$ cat config.mk
export PLATFORM = sky130hd
export DESIGN_NAME = ucode_image_loader
export DESIGN_NICKNAME = d
export VERILOG_FILES = /design/src/rtl/ucode_image_loader.sv
export SDC_FILE = /design/constraint.sdc
export NUM_CORES = 1
export LEC_CHECK = 0
export BUFFER_PORTS_ARGS = -buffer_cell sky130_fd_sc_hd__clkbuf_2
export CORE_ASPECT_RATIO = 0.9
export CORE_MARGIN = 2
export CORE_UTILIZATION = 35
export DETAILED_ROUTE_END_ITERATION = 10
export PLACE_DENSITY_LB_ADDON = 0.08
export SYNTH_ARGS = -nofsm -noshare
export SYNTH_HDL_FRONTEND = slang
export SYNTH_SLANG_ARGS = --single-unit
$ cat constraint.sdc
create_clock -name clk -period 2.23 [get_ports clk]
set_input_delay 0 -clock clk [delete_from_list [all_inputs] [get_ports clk]]
set_output_delay 0 -clock clk [all_outputs]
set_load 0.05 [all_outputs]
$ cat src/rtl/ucode_image_loader.sv
// Microcode image loader: turns a front-end byte stream into CRAM/DRAM write
// strobes and holds the EBOX in reset (holdCROBAR) until a GO command releases it.
module ucode_image_loader #(
  parameter int unsigned CRAM_WIDTH    = 84,
  parameter int unsigned CRAM_ADDR_W   = 11,
  parameter int unsigned DRAM_WIDTH    = 24,
  parameter int unsigned DRAM_ADDR_W   = 9,
  parameter int unsigned RELEASE_DELAY = 10
) (
  input  logic                   clk,
  input  logic                   CROBAR,
  input  logic [7:0]             rxData,
  input  logic                   rxValid,
  output logic                   rxReady,
  output logic                   cramWe,
  output logic [CRAM_ADDR_W-1:0] cramAddr,
  output logic [CRAM_WIDTH-1:0]  cramData,
  output logic                   dramWe,
  output logic [DRAM_ADDR_W-1:0] dramAddr,
  output logic [DRAM_WIDTH-1:0]  dramData,
  output logic                   holdCROBAR,
  output logic                   loadDone,
  output logic                   loadErr
);

  localparam int unsigned CramBytes = (CRAM_WIDTH + 7) / 8;
  localparam int unsigned DramBytes = (DRAM_WIDTH + 7) / 8;
  localparam int unsigned WordW     = (CramBytes > DramBytes ? CramBytes : DramBytes) * 8;
  localparam int unsigned DlyW      = $clog2(RELEASE_DELAY + 1);

  typedef enum logic [3:0] {
    StIdle, StAddrHi, StAddrLo, StCntHi, StCntLo, StData, StWrite, StGoWait, StRun, StErr
  } state_e;

  state_e           state;
  logic             tgt_dram;   // 0: CRAM record, 1: DRAM record
  logic [7:0]       hi_byte;    // staged MSB of address / count
  logic [15:0]      addr;
  logic [15:0]      count;
  logic [7:0]       byte_cnt;
  logic [WordW-1:0] word;
  logic [DlyW-1:0]  dly;

  logic             accept;
  logic [WordW-1:0] word_shift;
  logic [15:0]      full16;
  logic             addr_bad;
  logic [7:0]       last_byte;

  // Byte acceptance is a pure decode of state; reset always blocks it.
  always_comb begin
    rxReady = 1'b0;
    if (!CROBAR) begin
      case (state)
        StIdle, StAddrHi, StAddrLo, StCntHi, StCntLo, StData: rxReady = 1'b1;
        default:                                              rxReady = 1'b0;
      endcase
    end
  end

  // Datapath helpers shared by the FSM.
  always_comb begin
    accept     = rxValid && rxReady;
    word_shift = {word[WordW-9:0], rxData};
    full16     = {hi_byte, rxData};
    addr_bad   = tgt_dram ? (|(full16 >> DRAM_ADDR_W)) : (|(full16 >> CRAM_ADDR_W));
    last_byte  = tgt_dram ? 8'(DramBytes - 1) : 8'(CramBytes - 1);
  end

  // Loader FSM with registered outputs.
  always_ff @(posedge clk) begin
    if (CROBAR) begin
      state      <= StIdle;
      tgt_dram   <= 1'b0;
      hi_byte    <= '0;
      addr       <= '0;
      count      <= '0;
      byte_cnt   <= '0;
      word       <= '0;
      dly        <= '0;
      cramWe     <= 1'b0;
      cramAddr   <= '0;
      cramData   <= '0;
      dramWe     <= 1'b0;
      dramAddr   <= '0;
      dramData   <= '0;
      holdCROBAR <= 1'b1;
      loadDone   <= 1'b0;
      loadErr    <= 1'b0;
    end else begin
      cramWe <= 1'b0;
      dramWe <= 1'b0;
      case (state)
        StIdle: begin
          if (accept) begin
            case (rxData)
              8'h43: begin tgt_dram <= 1'b0; state <= StAddrHi; end
              8'h44: begin tgt_dram <= 1'b1; state <= StAddrHi; end
              8'h47: begin dly <= '0;        state <= StGoWait; end
              default: begin loadErr <= 1'b1; state <= StErr; end
            endcase
          end
        end
        StAddrHi: if (accept) begin hi_byte <= rxData; state <= StAddrLo; end
        StAddrLo: begin
          if (accept) begin
            if (addr_bad) begin
              loadErr <= 1'b1;
              state   <= StErr;
            end else begin
              addr  <= full16;
              state <= StCntHi;
            end
          end
        end
        StCntHi: if (accept) begin hi_byte <= rxData; state <= StCntLo; end
        StCntLo: begin
          if (accept) begin
            count    <= full16;
            byte_cnt <= '0;
            state    <= (full16 == 16'd0) ? StIdle : StData;
          end
        end
        StData: begin
          if (accept) begin
            word <= word_shift;
            if (byte_cnt == last_byte) begin
              // Strobe lands in the WRITE cycle; high excess bits fall off the slice.
              if (tgt_dram) begin
                dramWe   <= 1'b1;
                dramAddr <= addr[DRAM_ADDR_W-1:0];
                dramData <= word_shift[DRAM_WIDTH-1:0];
              end else begin
                cramWe   <= 1'b1;
                cramAddr <= addr[CRAM_ADDR_W-1:0];
                cramData <= word_shift[CRAM_WIDTH-1:0];
              end
              state <= StWrite;
            end else begin
              byte_cnt <= byte_cnt + 8'd1;
            end
          end
        end
        StWrite: begin
          // Only the low ADDR_W bits reach the port, so the increment wraps there.
          addr     <= addr + 16'd1;
          count    <= count - 16'd1;
          byte_cnt <= '0;
          state    <= (count == 16'd1) ? StIdle : StData;
        end
        StGoWait: begin
          if (dly == DlyW'(RELEASE_DELAY - 1)) begin
            holdCROBAR <= 1'b0;
            loadDone   <= 1'b1;
            state      <= StRun;
          end else begin
            dly <= dly + 1'b1;
          end
        end
        StRun, StErr: state <= state;
        default: begin
          loadErr <= 1'b1;
          state   <= StErr;
        end
      endcase
    end
  end

endmodule

==> reports/results.tsv <==
stage	metric	value	unit
synth	largest family of logic cells by synthesized area	simple AND/OR/NAND/NOR gates	
worst_setup_path	WS Path Type	reg -> reg	
floorplanning	die area	30200	µm²
route	vias per std cell	5.04	
layout	nets	1431	
timing	worst-margin pin slew	0.982	ns
layout	layout cells sized above 1	17.8	%
worst_setup_path	WP data required	2.61	ns
floorplanning	core area	28200	µm²
cts	clock root buffer	clkbuf_16	
cts	clock net sink count	261	
global_route	GRT Util Overall	18.8	%
timing	Tmin final	2.09	ns
route	initial drt markers	589	
timing	Fin Setup TNS	0	ns
worst_setup_path	worst-path fanout max	11	
synth	YS warnings	0	
pwr	switching pwr	2.16	mW
pwr	peak supply drop	0.000416	V
timing	final setup fails	0	
timing	clk_skew	0.0134	ns
synth	sequential area share after synthesis	51.8	%
cts	Longest Clk Path Bufs	3	
synth	Synth area leader	dfxtp_1	
pwr	Seq pwr share	47.8	%
synth	mux share of post-synthesis cell area	0.893	%
timing	Max Fclk	0.479	GHz
pwr	Sw Ratio	22.0	%
timing	RSZ-0062 raised after global routing	false	
synth	number of synthesized register bits	261	
synth	Synth async-reset ratio	0	%
synth	Synth top area share	51.8	%
worst_setup_path	Worst Path Arrival	2.47	ns
timing	final worst-path cycle share	93.7	%
floorplanning	Starting Density	35.8	%
layout	ant diodes	0	
route	wire per inst	16.0	µm
place	I/O Buffers	144	
pwr	Leakage	4.53	nW
timing	Slew Viols, Final	0	
cts	postcts setup bufs	0	
pwr	Int Power	7.65	mW
cts	worst skew pair latency	0.54	ns
global_route	first-pass GRT wire length	46.3	mm
worst_setup_path	Worst Setup End Kind	flip-flop	
global_route	antenna violations before repair	0	
synth	post-synthesis simple-gate area fraction	24.4	%
cts	H-tree depth	1	
synth	Synth Flop Type	dfxtp_1	
pwr	Comb pwr share	3.1	%
global_route	vias in the first global route	8558	
cts	CTS Buf Count	29	
synth	compound-cell area share of the yosys netlist	17.1	%
cts	clock-pin slew on the worst setup and hold paths	0.06	ns
floorplanning	Die Ht	165	µm
place	worst slack, placed	0.123	ns
pwr	Clk pwr share	49.0	%
synth	xor/xnor share of the synthesized area	0.608	%
synth	synthesized instance count	1287	
synth	Post-synth EDFFs	0	
route	vias after detailed routing	9031	
layout	fillers	2898	
global_route	largest net degree at the start of global routing	193	
place	gpl congestion	0.837	
floorplanning	I/O pin total	145	
status	status	finished, final reports clean	
floorplanning	# rows	58	
pwr	PD cells	792	nW/µm²
layout	most frequent cells in the layout	nand2_1, dfxtp_1, a21oi_1, clkbuf_2, nor2_1	
route	DRC viols	0	
synth	ranking of synthesized cells by area	dfxtp_1, nand2_1, a21oi_1	
timing	Worst slew margin	34.6	%
timing	setup ws final	0.141	ns
synth	Synth Area in Adders	0.868	%
cts	CTS tree	done	
worst_setup_path	CP Launch Type	flip-flop	
layout	synth-to-layout area growth	22.8	%
route	TritonRoute pass-1 iters	5	
global_route	GRT overflow	0	
route	final wirelength	28.7	mm
flow_run	MaxCap Viol Count	0	
synth	post-synthesis cell area	10100	µm²
place	Detail Placement HPWL	18.1	mm
timing	Hold Fails Final Rpt	0	
synth	Netlist cell types	60	
hold_path	min-delay worst type	in -> reg	
floorplanning	die width	183	µm
route	Antenna Nets Post-Route	0	
layout	commonest non-fill, non-tap cell in the layout	nand2_1	
synth	Post-Syn Area per Cell	7.84	µm²
synth	Syn Nets	1305	
[final cells by class]
class | instances | area (µm²) | share of cell area [%]
flip-flops and latches | 261 | 5230 | 42.2
multi-input cells | 915 | 4490 | 36.3
repair buffers | 196 | 1220 | 9.83
clock buffers | 38 | 810 | 6.54
well taps | 360 | 450 | 3.64
clock inverters | 13 | 150 | 1.21
inverters | 10 | 38.8 | 0.313
[synthesized netlist by cell type, drive strengths merged, types with 2 or more instances]
master   number
o311ai        4
ha            7
o21a          2
a311oi        4
a2111oi       2
nand4         6
a21o          3
and3          4
and2          2
nand2       438
a211oi        5
a22oi         2
or3          13
xor2          6
o31ai         3
or4           8
nor2         41
nor4          9
a31oi         8
o31a          2
dfxtp       261
a21oi       240
nor3b         3
inv          10
o2bb2a        2
clkbuf       88
or4b          2
nor3         18
o41ai         2
o211ai        7
a22o          2
mux2i         9
o21ai        13
buf          13
o32ai         3
nand2b       13
nand3        11
nor2b         4
[routing by layer]
| layer | part of all wire (%) | GRT usage, % | up-vias | routed length (µm) |
|---|---|---|---|---|
| met5 | 0 | 0 | - | 0 |
| met4 | 2.1 | 4.95 | 0 | 591 |
| met3 | 6.0 | 4.10 | 42 | 1720 |
| met2 | 43 | 29.5 | 198 | 12400 |
| met1 | 49 | 26.3 | 4220 | 14000 |
| li1 | - | - | 4571 | - |
[worst max-delay path, stage by stage, from the launching register on]
cell and delay [ns]:
dfxtp_1 0.32, or3_1 0.41, or4_1 0.50, o31a_2 0.42
o21ai_0 0.18, a21oi_1 0.09
[sequential cells by signal (all words and copies together), names as in the netlist, 4 cells and up]
name and cells:
addr 11, byte_cnt 8, count 16, cramAddr 11, cramData 84, dly 4
dramAddr 9, dramData 24, hi_byte 8, state 4, word 76
[worst paths after layout]
path / start / depth (start not counted) / slack, ns / endpoint
hold reg to reg: word[72]$_SDFFE_PP0P_ / 2 / 0.45 / cramData[80]$_SDFFE_PP0P_
hold / removal: rxValid / 4 / 0.05 / tgt_dram$_SDFFE_PP0P_
setup / recovery: hi_byte[3]$_SDFFE_PP0P_ / 5 / 0.14 / addr[8]$_SDFFE_PP0P_
setup reg to reg: hi_byte[3]$_SDFFE_PP0P_ / 5 / 0.14 / addr[8]$_SDFFE_PP0P_
[cell families (layout without fill, tap and decap cells)]
kind of cell | after synthesis | count (layout)
mux | 9 | 9
simple gates | 582 | 582
fa+ha+maj | 7 | 7
buf+inv | 111 | 257
xor+xnor | 7 | 7
compound gates | 310 | 310
flops | 261 | 261
[power by group through the flow]
stage          combinational (mW)  sequential, mW  clock, mW
5_1_grt                     0.330            4.69       5.15
3_3_place_gp                0.293            4.80          0
4_1_cts                     0.305            4.69       4.94
2_1_floorplan               0.187            4.80          0
3_5_place_dp                0.292            4.80          0
6_report                    0.306            4.69       4.81
[metrics by stage]
| step | utilization [%] | hold WS, ns | instance area [µm²] | instances | power (mW) |
|---|---|---|---|---|---|
| 6_report | 44.0 | 0.0492 | 12400 | 1793 | 9.81 |
| 5_1_grt | 44.0 | 0.0559 | 12400 | 1793 | 10.2 |
| 4_1_cts | 43.9 | 0.0208 | 12400 | 1793 | 9.94 |
| 3_5_place_dp | 40.2 | 0.271 | 11300 | 1733 | 5.09 |
| 3_3_place_gp | 40.2 | 0.264 | 11300 | 1733 | 5.09 |
| 2_1_floorplan | - | 0.136 | 10100 | 1287 | 4.98 |
[repair_timing]
action | 4_1_cts | 5_1_grt
hold endpoints to repair | 39 | 0
resized for setup | 0 | 5
setup endpoints to repair | 0 | 8
hold buffers | 9 | 0
(Power assumes the default switching activity.)
